===== src/rtl/coin_pkg.sv =====
// rtl/coin_pkg.sv - shared state encoding and coin constants for the vending controller
package coin_pkg;

    typedef enum logic [1:0] {
        IDLE   = 2'd0,
        ACCUM  = 2'd1,
        VEND   = 2'd2,
        REFUND = 2'd3
    } state_t;

    localparam logic [11:0] COIN_100_VAL = 12'd100;
    localparam logic [11:0] COIN_500_VAL = 12'd500;
    localparam logic [11:0] MAX_AMT_DEF  = 12'd1500;

endpackage


===== src/rtl/coin_vend_ctrl.sv =====
// rtl/coin_vend_ctrl.sv - coin credit accumulation, purchase and 100-unit refund sequencing
module coin_vend_ctrl
    import coin_pkg::*;
#(
    parameter logic [11:0] PRICE   = 12'd1000,
    parameter logic [11:0] MAX_AMT = MAX_AMT_DEF
) (
    input  logic        clk,
    input  logic        rst,
    input  logic        coin_100,
    input  logic        coin_500,
    input  logic        buy,
    input  logic        cancel,
    output logic [11:0] cantidad,
    output logic        vend,
    output logic        refund_100,
    output logic        coin_reject,
    output logic        busy
);

    state_t      state, state_n;
    logic [11:0] credit_n;
    logic [11:0] coin_val;
    logic        coin_any, coin_fits;
    logic        vend_n, refund_n, reject_n, busy_n;

    always_comb begin
        state_n   = state;
        credit_n  = cantidad;
        vend_n    = 1'b0;
        refund_n  = 1'b0;
        reject_n  = 1'b0;
        coin_any  = coin_100 | coin_500;
        // coin_500 wins a simultaneous insertion; the 100 is turned away
        coin_val  = coin_500 ? COIN_500_VAL : (coin_100 ? COIN_100_VAL : 12'd0);
        coin_fits = (cantidad <= (MAX_AMT - coin_val));

        case (state)
            IDLE, ACCUM: begin
                if (state == ACCUM && cancel) begin
                    state_n  = REFUND;
                    credit_n = cantidad - COIN_100_VAL;
                    refund_n = 1'b1;
                    reject_n = coin_any;
                end else if (state == ACCUM && buy && cantidad >= PRICE) begin
                    state_n  = VEND;
                    credit_n = cantidad - PRICE;
                    vend_n   = 1'b1;
                    reject_n = coin_any;
                end else if (coin_any) begin
                    if (coin_fits) begin
                        credit_n = cantidad + coin_val;
                        state_n  = ACCUM;
                    end
                    reject_n = !coin_fits || (coin_500 && coin_100);
                end
            end
            VEND: begin
                reject_n = coin_any;
                if (cantidad >= COIN_100_VAL) begin
                    state_n  = REFUND;
                    credit_n = cantidad - COIN_100_VAL;
                    refund_n = 1'b1;
                end else begin
                    state_n = IDLE;
                end
            end
            REFUND: begin
                reject_n = coin_any;
                // the previous refund_100 register doubles as the pulse/gap toggle
                if (cantidad == 12'd0) begin
                    state_n = IDLE;
                end else if (!refund_100 && cantidad >= COIN_100_VAL) begin
                    credit_n = cantidad - COIN_100_VAL;
                    refund_n = 1'b1;
                end
            end
            default: state_n = IDLE;
        endcase

        busy_n = (state_n == VEND) || (state_n == REFUND);
    end

    always_ff @(posedge clk or posedge rst) begin
        if (rst) begin
            state       <= IDLE;
            cantidad    <= 12'd0;
            vend        <= 1'b0;
            refund_100  <= 1'b0;
            coin_reject <= 1'b0;
            busy        <= 1'b0;
        end else begin
            state       <= state_n;
            cantidad    <= credit_n;
            vend        <= vend_n;
            refund_100  <= refund_n;
            coin_reject <= reject_n;
            busy        <= busy_n;
        end
    end

endmodule


===== config.mk =====
export PLATFORM = sky130hd
export DESIGN_NAME = coin_vend_ctrl
export DESIGN_NICKNAME = d
export VERILOG_FILES = /design/src/rtl/coin_pkg.sv /design/src/rtl/coin_vend_ctrl.sv
export SDC_FILE = /design/constraint.sdc
export NUM_CORES = 1
export LEC_CHECK = 0
export CORE_MARGIN = 8
export CORE_UTILIZATION = 47
export CTS_CLUSTER_SIZE = 8
export DETAILED_ROUTE_END_ITERATION = 16
export GPL_TIMING_DRIVEN = 1
export PLACE_DENSITY_LB_ADDON = 0.12
export SYNTH_ARGS = -nofsm -noshare
export SYNTH_HDL_FRONTEND = slang
export SYNTH_SLANG_ARGS = --single-unit

===== constraint.sdc =====
create_clock -name clk -period 5.7 [get_ports clk]
set_input_delay 1.14 -clock clk [delete_from_list [all_inputs] [get_ports clk]]
set_output_delay 1.14 -clock clk [all_outputs]
set_load 0.01 [all_outputs]

==> results.sh, run 1 <==
export IMPL_slew_limit_headroom=0.275
export IMPL_worst_ep_arrival_time_ns=4.24
export IMPL_final_setup_tns_ns=0
export IMPL_critical_path_required_ns=5.92
export IMPL_nature_of_the_critical_path_endpoint="flip-flop"
export IMPL_chipHeight_um=76.0
export IMPL_via_density_per_instance=6.49
export IMPL_setup_slack_of_the_worst_register_to_register_path_ns=2.84
export IMPL_place_detailed_instances=259
export IMPL_cts_resized=0
export IMPL_initial_core_util=0.498
export IMPL_worst_r2r_endpoint="cantidad[10]"
export IMPL_ys_types=60
export IMPL_pin_count=22
export IMPL_top_usage_layer="met2"
export IMPL_leakagePower_uw=0.000760
export IMPL_tightest_slew_ns=1.09
export IMPL_min_delay_path_depth=3
export IMPL_yosysTopAreaCellShare=0.237
export IMPL_cts_root_buf="clkbuf_4"
export IMPL_async_flop_share=1.00
export IMPL_rsz_0062_raised_after_global_routing="false"
export IMPL_synthToLayoutAreaGrowth_pct=12.6
export IMPL_wl_per_cell_um=17.5
export IMPL_fraction_of_final_layout_cells_with_drive_strength_greater_than_1=0.0783
export IMPL_run_status="complete, no violations"
export IMPL_final_min_period_over_clock_period=0.704
export IMPL_max_cap_check_violation_count=0
export IMPL_setup_worst_path_class="in2reg"
export IMPL_timing_clock_skew_ns=0.0177
export IMPL_finalWeightedCongestion=0.888
export IMPL_critical_path_cell_chain="clkdlybuf4s50_1 -> or2_1 -> ha_1 -> nand3b_1 -> nor3_1 -> or4b_4 -> a32oi_4 -> a21boi_4 -> xor2_2"
export IMPL_worst_ir_drop_vdd_mv=0.346
export IMPL_placement_io_buffers=19
export IMPL_cts_root_to_sink_buffers=2
export IMPL_largest_area_contributor_in_the_netlist="dfrtp_1"
export IMPL_worst_path_max_fanout=18
export IMPL_yosysWarnings=0
export IMPL_gr_total_overflow=0
export IMPL_floorplan_die_width_um=76.0
export IMPL_grt_util_all_layers=0.154
export IMPL_hp_start="refund_100"
export IMPL_post_cts_hold_buffer_count=0
export IMPL_post_synth_inst_count=205
export IMPL_die_area_sq_um=5770
export IMPL_synth_area_per_cell_sq_um=8.24
export IMPL_synth_edf_count=0
export IMPL_crit_path_max_incr_delay_ns=0.57
export IMPL_vias=1708
export IMPL_grt_start_max_net_pins=19
export IMPL_route_detailed_drc=0
export IMPL_clkTransAtPathRegs_ns=0.11
export IMPL_detail_route_antenna_nets=0
export IMPL_ff_to_ff_start="cantidad[10]"
export IMPL_h_tree_depth=1
export IMPL_met1_usage=0.204
export IMPL_placement_rows=21
export IMPL_initialDrtViolationCount=209
export IMPL_final_hpwl_dp_um=3430
export IMPL_cts_sinks=16
export IMPL_antenna_cells_inserted=0
export IMPL_cts_tree="built"
export IMPL_worst_r2r_cell_count=7
export IMPL_ys_top_cells_by_area="dfrtp_1 (24%), ha_1 (13%), a21oi_1 (5.9%), o21ai_0 (4.4%), nand2_1 (4.0%)"
export IMPL_grt_first_pass_wirelength_um=7600
export IMPL_core_area_sq_um=3390
export IMPL_fin_nets=241
export IMPL_antenna_found_initial=0
export IMPL_drt_pre_antenna_iters=5
export IMPL_timing_final_max_slew_violations=0
export IMPL_min_delay_path_class="reg2reg"
export IMPL_final_min_clock_period_ns=4.01
export IMPL_detail_route_wirelength_um=4590
export IMPL_max_freq_mhz=249
export IMPL_cp_start_kind="input pin"
export IMPL_synth_sequential_area_ratio=0.237
export IMPL_timing_final_setup_violations=0
export IMPL_end_point_of_the_most_critical_hold_path="refund_100"
export IMPL_layout_cells_non_filler=263
export IMPL_critical_path_slowest_cell="clkdlybuf4s50_1"
export IMPL_clkLatencyLatePin_ns=0.30
export IMPL_ys_seq_elements=16
export IMPL_cts_buffers=3
export IMPL_global_route_usage_met3=0.0401
export IMPL_total_count_of_hold_check_failures_in_the_final_report=0
export IMPL_ys_flop_type="dfrtp_1"
export IMPL_syn_area_sq_um=1690
export IMPL_post_cts_buffers=0
export IMPL_dpl_cell_area_sq_um=1870
export IMPL_finish_instance_area_sq_um=1900
export IMPL_grt_pass1_vias=1567
export IMPL_pwr_density_cell_nw_per_um2=561
export IMPL_grt_met2_usage=0.239
==> cell usage after synthesis, types with 2 or more instances <==
cell type and number:
a21oi_1 20, or3_1 4, nand3_1 8, a31oi_1 4, inv_1 7, o211ai_1 2, nand3b_1 2, xor2_1 3
nor4_1 2, clkbuf_1 5, buf_4 3, a21o_1 5, a21oi_2 3, o31ai_1 2, nand2_1 18, xnor2_1 2
o22ai_1 3, nor3_1 10, a211oi_1 5, o21ai_0 15, nor2_1 12, dfrtp_1 16, ha_1 17
==> registers in the layout, summed over array words and instances, names as in the netlist <==
| signal | flops |
|---|---|
| refund_100 | 1 |
| vend | 1 |
| state | 2 |
| busy | 1 |
| cantidad | 10 |
| coin_reject | 1 |
==> layout make-up <==
type                            count  area, sq um
Fill cell                         293         1490
Multi-Input combinational cell    171         1190
Sequential cell                    16          400
Timing Repair Buffer               19          190
Tap cell                           46         57.6
Clock buffer                        4         36.3
Inverter                            7         26.3
==> how the worst max path moves through the flow <==
stage	startpoint	end	slack, ns	depth (start not counted)
finish	coin_500	cantidad[10]	1.69	9
global route	coin_500	cantidad[6]	1.54	9
CTS	coin_500	cantidad[10]	1.70	9
detailed placement	coin_500	cantidad[3]	1.37	9
global placement	coin_500	cantidad[3]	1.51	9
floorplan	coin_100	cantidad[10]	2.33	9
==> logic make-up (layout without fill, tap and decap cells) <==
| group | Yosys count | in the layout | synth area share |
|---|---|---|---|
| xor+xnor | 6 | 6 | 0.0356 |
| buf+inv | 20 | 30 | 0.0622 |
| flops | 16 | 16 | 0.237 |
| compound gates | 79 | 79 | 0.332 |
| fa+ha+maj | 18 | 18 | 0.132 |
| other cells | 1 | 3 | 0.00222 |
| simple gates | 65 | 65 | 0.199 |
==> through the flow <==
step                       util  worst slack [ns]  total power [uW]  hold WS (ns)
after floorplan               -              2.33               775         0.581
after global placement    0.550              1.51               959         0.585
after detailed placement  0.550              1.37               974         0.610
after CTS                 0.561              1.70              1060         0.627
after global routing      0.561              1.54              1150         0.687
final                     0.561              1.69              1070         0.623
==> per-layer routing <==
| layer | vias to the layer above | wire length (um) |
|---|---|---|
| li1 | 794 | - |
| met1 | 844 | 2080 |
| met2 | 64 | 2140 |
| met3 | 6 | 332 |
| met4 | 0 | 46 |
| met5 | - | 0 |
==> report_power, final <==
part,switching [uW],total [uW],leakage (uW),internal [uW]
clock network,40.4,79.4,0.0000210,39.0
registers,115,274,0.000180,159
logic,387,714,0.000559,327
total,543,1070,0.000760,525
==> worst max-delay path, delay by kind of cell <==
kind	cells	cell delay (ns)
XOR/XNOR	1	0.13
AND/OR/NAND/NOR	4	1.15
adder cells (fa/ha/maj)	1	0.38
buffers and inverters	1	0.57
AO/OA/AOI/OAI	2	0.86
==> cells in the final DEF, fill, tap and decap left out, types with 3 or more instances in the layout <==
cell and count:
xor2_1 3, conb_1 3, ha_1 17, dfrtp_1 16, a21oi_2 3, nand2_1 18, or3_1 4, clkbuf_4 3
a211oi_1 5, o21ai_0 15, o22ai_1 3, a21o_1 5, a31oi_1 4, a21oi_1 20, clkdlybuf4s50_1 19, nor2_1 12
inv_1 7, nor3_1 10, nand3_1 8
Power figures use the tool's default switching activity.
==> run 2, diff against run 1 <==
==> constraint.sdc (replaced) <==
create_clock -name clk -period 3.98 [get_ports clk]
set_input_delay 0.796 -clock clk [delete_from_list [all_inputs] [get_ports clk]]
set_output_delay 0.796 -clock clk [all_outputs]
set_load 0.01 [all_outputs]
==> results.sh, run 2 (synthesis gave the netlist of run 1 again) <==
export IMPL_nature_of_the_critical_path_endpoint="flip-flop"
export IMPL_hp_start="refund_100"
export IMPL_final_setup_tns_ns=0
export IMPL_crit_path_start="coin_100"
export IMPL_initial_core_util=0.498
export IMPL_final_min_period_over_clock_period=0.828
export IMPL_cts_root_buf="clkbuf_4"
export IMPL_min_delay_path_class="reg2reg"
export IMPL_cts_sinks=16
export IMPL_tightest_slew_ns=0.964
export IMPL_worst_ep_arrival_time_ns=3.53
export IMPL_total_count_of_hold_check_failures_in_the_final_report=0
export IMPL_synthToLayoutAreaGrowth_pct=13.9
export IMPL_final_hpwl_dp_um=3540
export IMPL_power_share_sequential=0.255
export IMPL_pin_count=22
export IMPL_placement_io_buffers=19
export IMPL_layout_commonest_cell="a21oi_1"
export IMPL_grt_pass1_vias=1517
export IMPL_multi_input_area_sq_um=1190
export IMPL_final_cell_mix="a21oi_1 (20), clkdlybuf4s50_1 (19), nand2_1 (18)"
export IMPL_antenna_cells_inserted=0
export IMPL_fillerInstances=314
export IMPL_pwr_density_cell_nw_per_um2=807
export IMPL_placement_rows=21
export IMPL_final_min_clock_period_ns=3.30
export IMPL_layout_cells_non_filler=266
export IMPL_post_cts_hold_buffer_count=0
export IMPL_worst_path_max_fanout=11
export IMPL_layout_top_registers="cantidad x10, state x2"
export IMPL_cts_root_to_sink_buffers=2
export IMPL_cts_tree="built"
export IMPL_slew_limit_headroom=0.357
export IMPL_power_switching_uw=790
export IMPL_h_tree_depth=1
export IMPL_switching_share_of_power=0.509
export IMPL_max_freq_mhz=303
export IMPL_grt_first_pass_wirelength_um=7420
export IMPL_fin_total_pwr_uw=1550
export IMPL_route_detailed_drc=0
export IMPL_clkLatencyLatePin_ns=0.30
export IMPL_timing_clock_skew_ns=0.0157
export IMPL_via_density_per_instance=6.21
export IMPL_floorplan_die_width_um=76.0
export IMPL_worst_ir_drop_vdd_mv=0.454
export IMPL_post_cts_buffers=0
export IMPL_wl_per_cell_um=17.7
export IMPL_power_frac_comb=0.672
export IMPL_detail_route_wirelength_um=4710
export IMPL_setup_worst_path_class="in2reg"
export IMPL_core_area_sq_um=3390
export IMPL_chipHeight_um=76.0
export IMPL_grt_start_max_net_pins=17
export IMPL_ff_to_ff_start="cantidad[2]"
export IMPL_finalWeightedCongestion=0.854
export IMPL_grt_util_all_layers=0.154
export IMPL_fin_nets=244
export IMPL_largest_register_ff_count=10
export IMPL_timing_final_max_slew_violations=0
export IMPL_gr_total_overflow=0
export IMPL_area_taken_by_flip_flops_and_latches_sq_um=400
export IMPL_vias=1651
export IMPL_timing_final_setup_violations=0
export IMPL_clkTransAtPathRegs_ns=0.11
export IMPL_place_detailed_instances=262
export IMPL_cp_start_kind="input pin"
export IMPL_antenna_found_initial=0
export IMPL_max_cap_check_violation_count=0
export IMPL_fraction_of_final_layout_cells_with_drive_strength_greater_than_1=0.0909
export IMPL_leakagePower_uw=0.000774
export IMPL_cts_buffers=3
export IMPL_detail_route_antenna_nets=0
export IMPL_die_area_sq_um=5770
export IMPL_cts_resized=0
export IMPL_run_status="complete, no violations"
export IMPL_p_int_uw=763
export IMPL_share_clk_of_total_power=0.073
export IMPL_rsz_0062_raised_after_global_routing="false"
export IMPL_critical_path_required_ns=4.21
export IMPL_initialDrtViolationCount=176
export IMPL_max_flop_register="cantidad"
export IMPL_drt_pre_antenna_iters=4
-- run 2: cell count changes in the layout (fill, tap and decap cells not counted), sizes merged --
cell and change:
buf +3
-- run 2: through the flow --
| stage | util | cell area, sq um | setup WS [ns] | hold WS, ns |
|---|---|---|---|---|
| finish | 0.568 | 1920 | 0.683 | 0.598 |
| global route | 0.568 | 1920 | 0.565 | 0.642 |
| CTS | 0.568 | 1920 | 0.695 | 0.604 |
| detailed placement | 0.557 | 1890 | 0.366 | 0.588 |
| global placement | 0.557 | 1890 | 0.458 | 0.580 |
| floorplan | - | 1700 | 0.958 | 0.581 |
-- run 2: metal layers --
layer  vias to the layer above  routed length (um)  global-route usage
li1                        801                   -                   -
met5                         -                   0                   0
met1                       778                2120               0.200
met3                         8                 328              0.0413
met4                         0                  70              0.0490
met2                        64                2200               0.238
-- run 2: worst paths after layout --
path / slack (ns) / cells after the start / endpoint
max in group asynchronous: 2.68 / 2 / busy
hold reg to reg: 0.60 / 3 / refund_100
hold / removal: 0.60 / 3 / refund_100
setup reg to reg: 1.26 / 8 / cantidad[3]
min in group asynchronous: 0.87 / 2 / cantidad[4]
setup / recovery: 0.68 / 10 / cantidad[2]
-- run 2: critical path, stage by stage --
cell and delay (ns):
clkdlybuf4s50_1 0.47, or2_1 0.28, ha_1 0.35, nand3b_1 0.16, nor3_1 0.09, or4b_4 0.51
a32oi_4 0.41, buf_4 0.24, a21oi_1 0.07, a31oi_1 0.14
-- run 2: cell type report --
type / count / area share
Inverter: 7 / 0.0137
Multi-Input combinational cell: 171 / 0.619
Tap cell: 46 / 0.0299
Clock buffer: 4 / 0.0189
Sequential cell: 16 / 0.208
Timing Repair Buffer: 22 / 0.111
-- run 2: power groups by stage --
stage	clock network (uW)	logic [uW]	registers, uW
after global placement	0	1010	394
after CTS	115	1030	394
final	113	1040	396
after global routing	122	1140	411
after floorplan	0	768	341
after detailed placement	0	1030	397
==> patch, RTL diff (config.mk and constraints of run 1) <==
Encoding of `state_t`: now one-hot (4 bits for 4 states).
--- a/src/rtl/coin_pkg.sv
+++ b/src/rtl/coin_pkg.sv
@@ -1,11 +1,11 @@
 // rtl/coin_pkg.sv - shared state encoding and coin constants for the vending controller
 package coin_pkg;
 
-    typedef enum logic [1:0] {
-        IDLE   = 2'd0,
-        ACCUM  = 2'd1,
-        VEND   = 2'd2,
-        REFUND = 2'd3
+    typedef enum logic [3:0] {
+        IDLE   = 4'b0001,
+        ACCUM  = 4'b0010,
+        VEND   = 4'b0100,
+        REFUND = 4'b1000
     } state_t;
 
     localparam logic [11:0] COIN_100_VAL = 12'd100;
Behaviour: same outputs for any inputs over 10 cycles, from zero or initial values and one cycle with rst high; not proved beyond that.
==> patch against run 1 <==
Final cell count increased by 15%. Routed wire length rose by 13%. Maximum frequency is 3.5% higher. Sequential cell count rose by 2. Critical endpoint unchanged. Critical path depth up 1. Total power up 25%. Combinational power up 27%. Worst setup slack improved by 130 ps. Area after synthesis grew 13%. Largest cell class unchanged. Via count grew 7.5%. Final area increased by 13%. Synthesized cell count grew 19%.
==> patch: results (changes against run 1) <==
[run_status]
status=complete, no violations

[clocking]
clock_latency_ps=260  ; -40 ps
cts_root_buffer=clkbuf_8

[yosys]
synth_commonest_cells=nor2_1, a21oi_1, dfrtp_1
syn_inst=243  ; +19%
ys_top_cells_by_area=dfrtp_1, ha_1, nor2_1

[sta]
setup_slack_ps=1820  ; +134 ps
skew_ps=8.45  ; -9.26 ps
timing.hold.ws_ps=641  ; +17.7 ps

[finish]
fillCellCount=393  ; +34%
drive_gt1_share_pct=6.32  ; -1.5 points
layout.nets=276  ; +15%

[place]
dpl.cell_count=299  ; +15%
routabilityCongestion=0.845  ; -4.8%

[routing]
detail_route.wirelength_um=5200  ; +13%
avgViaCountPerCell=6.06  ; -6.7%

[global_route]
grt_pass1_wl_um=8600  ; +13%
grt_pass1_vias=1763  ; +13%

[setup_path]
rr_startpoint=cantidad[2]
max_stage_delay_ps=620  ; +50 ps
crit_arrival_ps=4030  ; -210 ps
path_max_fanout=14  ; -4
cp_top_family=compound AO/OA/AOI/OAI gates
regToRegEndpoint=cantidad[3]

[pwr]
irDropWorstVdd_v=0.000267  ; -23%

-- patch: cell types whose count changed after synthesis, moves of 4 or more --
cell / delta
inv_1: +4
nand2_1: -6
nand4_1: +4
nor2_1: +19
xnor2_1: +6
nor3_1: -4
-- patch: area by class of cell --
class                      count  area, um^2  area share, %
clock buffer                   4        55.1           2.57
inverter                      11        41.3           1.93
multi-input combinational    200        1340           62.3
sequential                    18         452           21.1
tap                           50        62.6           2.92
timing repair buffer          20         198           9.22
-- patch: power breakdown --
group,internal [mW],switching (mW)
clock,0.0615,0.0468
sequential,0.185,0.136
combinational,0.412,0.493
-- patch: worst reg2reg max path, cell delays in order, from the launching register on --
cell	delay, ps
dfrtp_1	510
inv_1	120
ha_1	250
or3_1	350
a311oi_2	380
o221ai_2	170
a211o_4	380
nand2_4	160
nor2_1	70
o22a_1	190
-- patch: metal layers --
metal	part of all wire, %	vias up	GRT usage, %
li1	-	906	-
met1	45	869	22.2
met2	46	57	27.1
met3	8.0	4	3.83
met4	0.85	0	2.59
met5	0	-	0
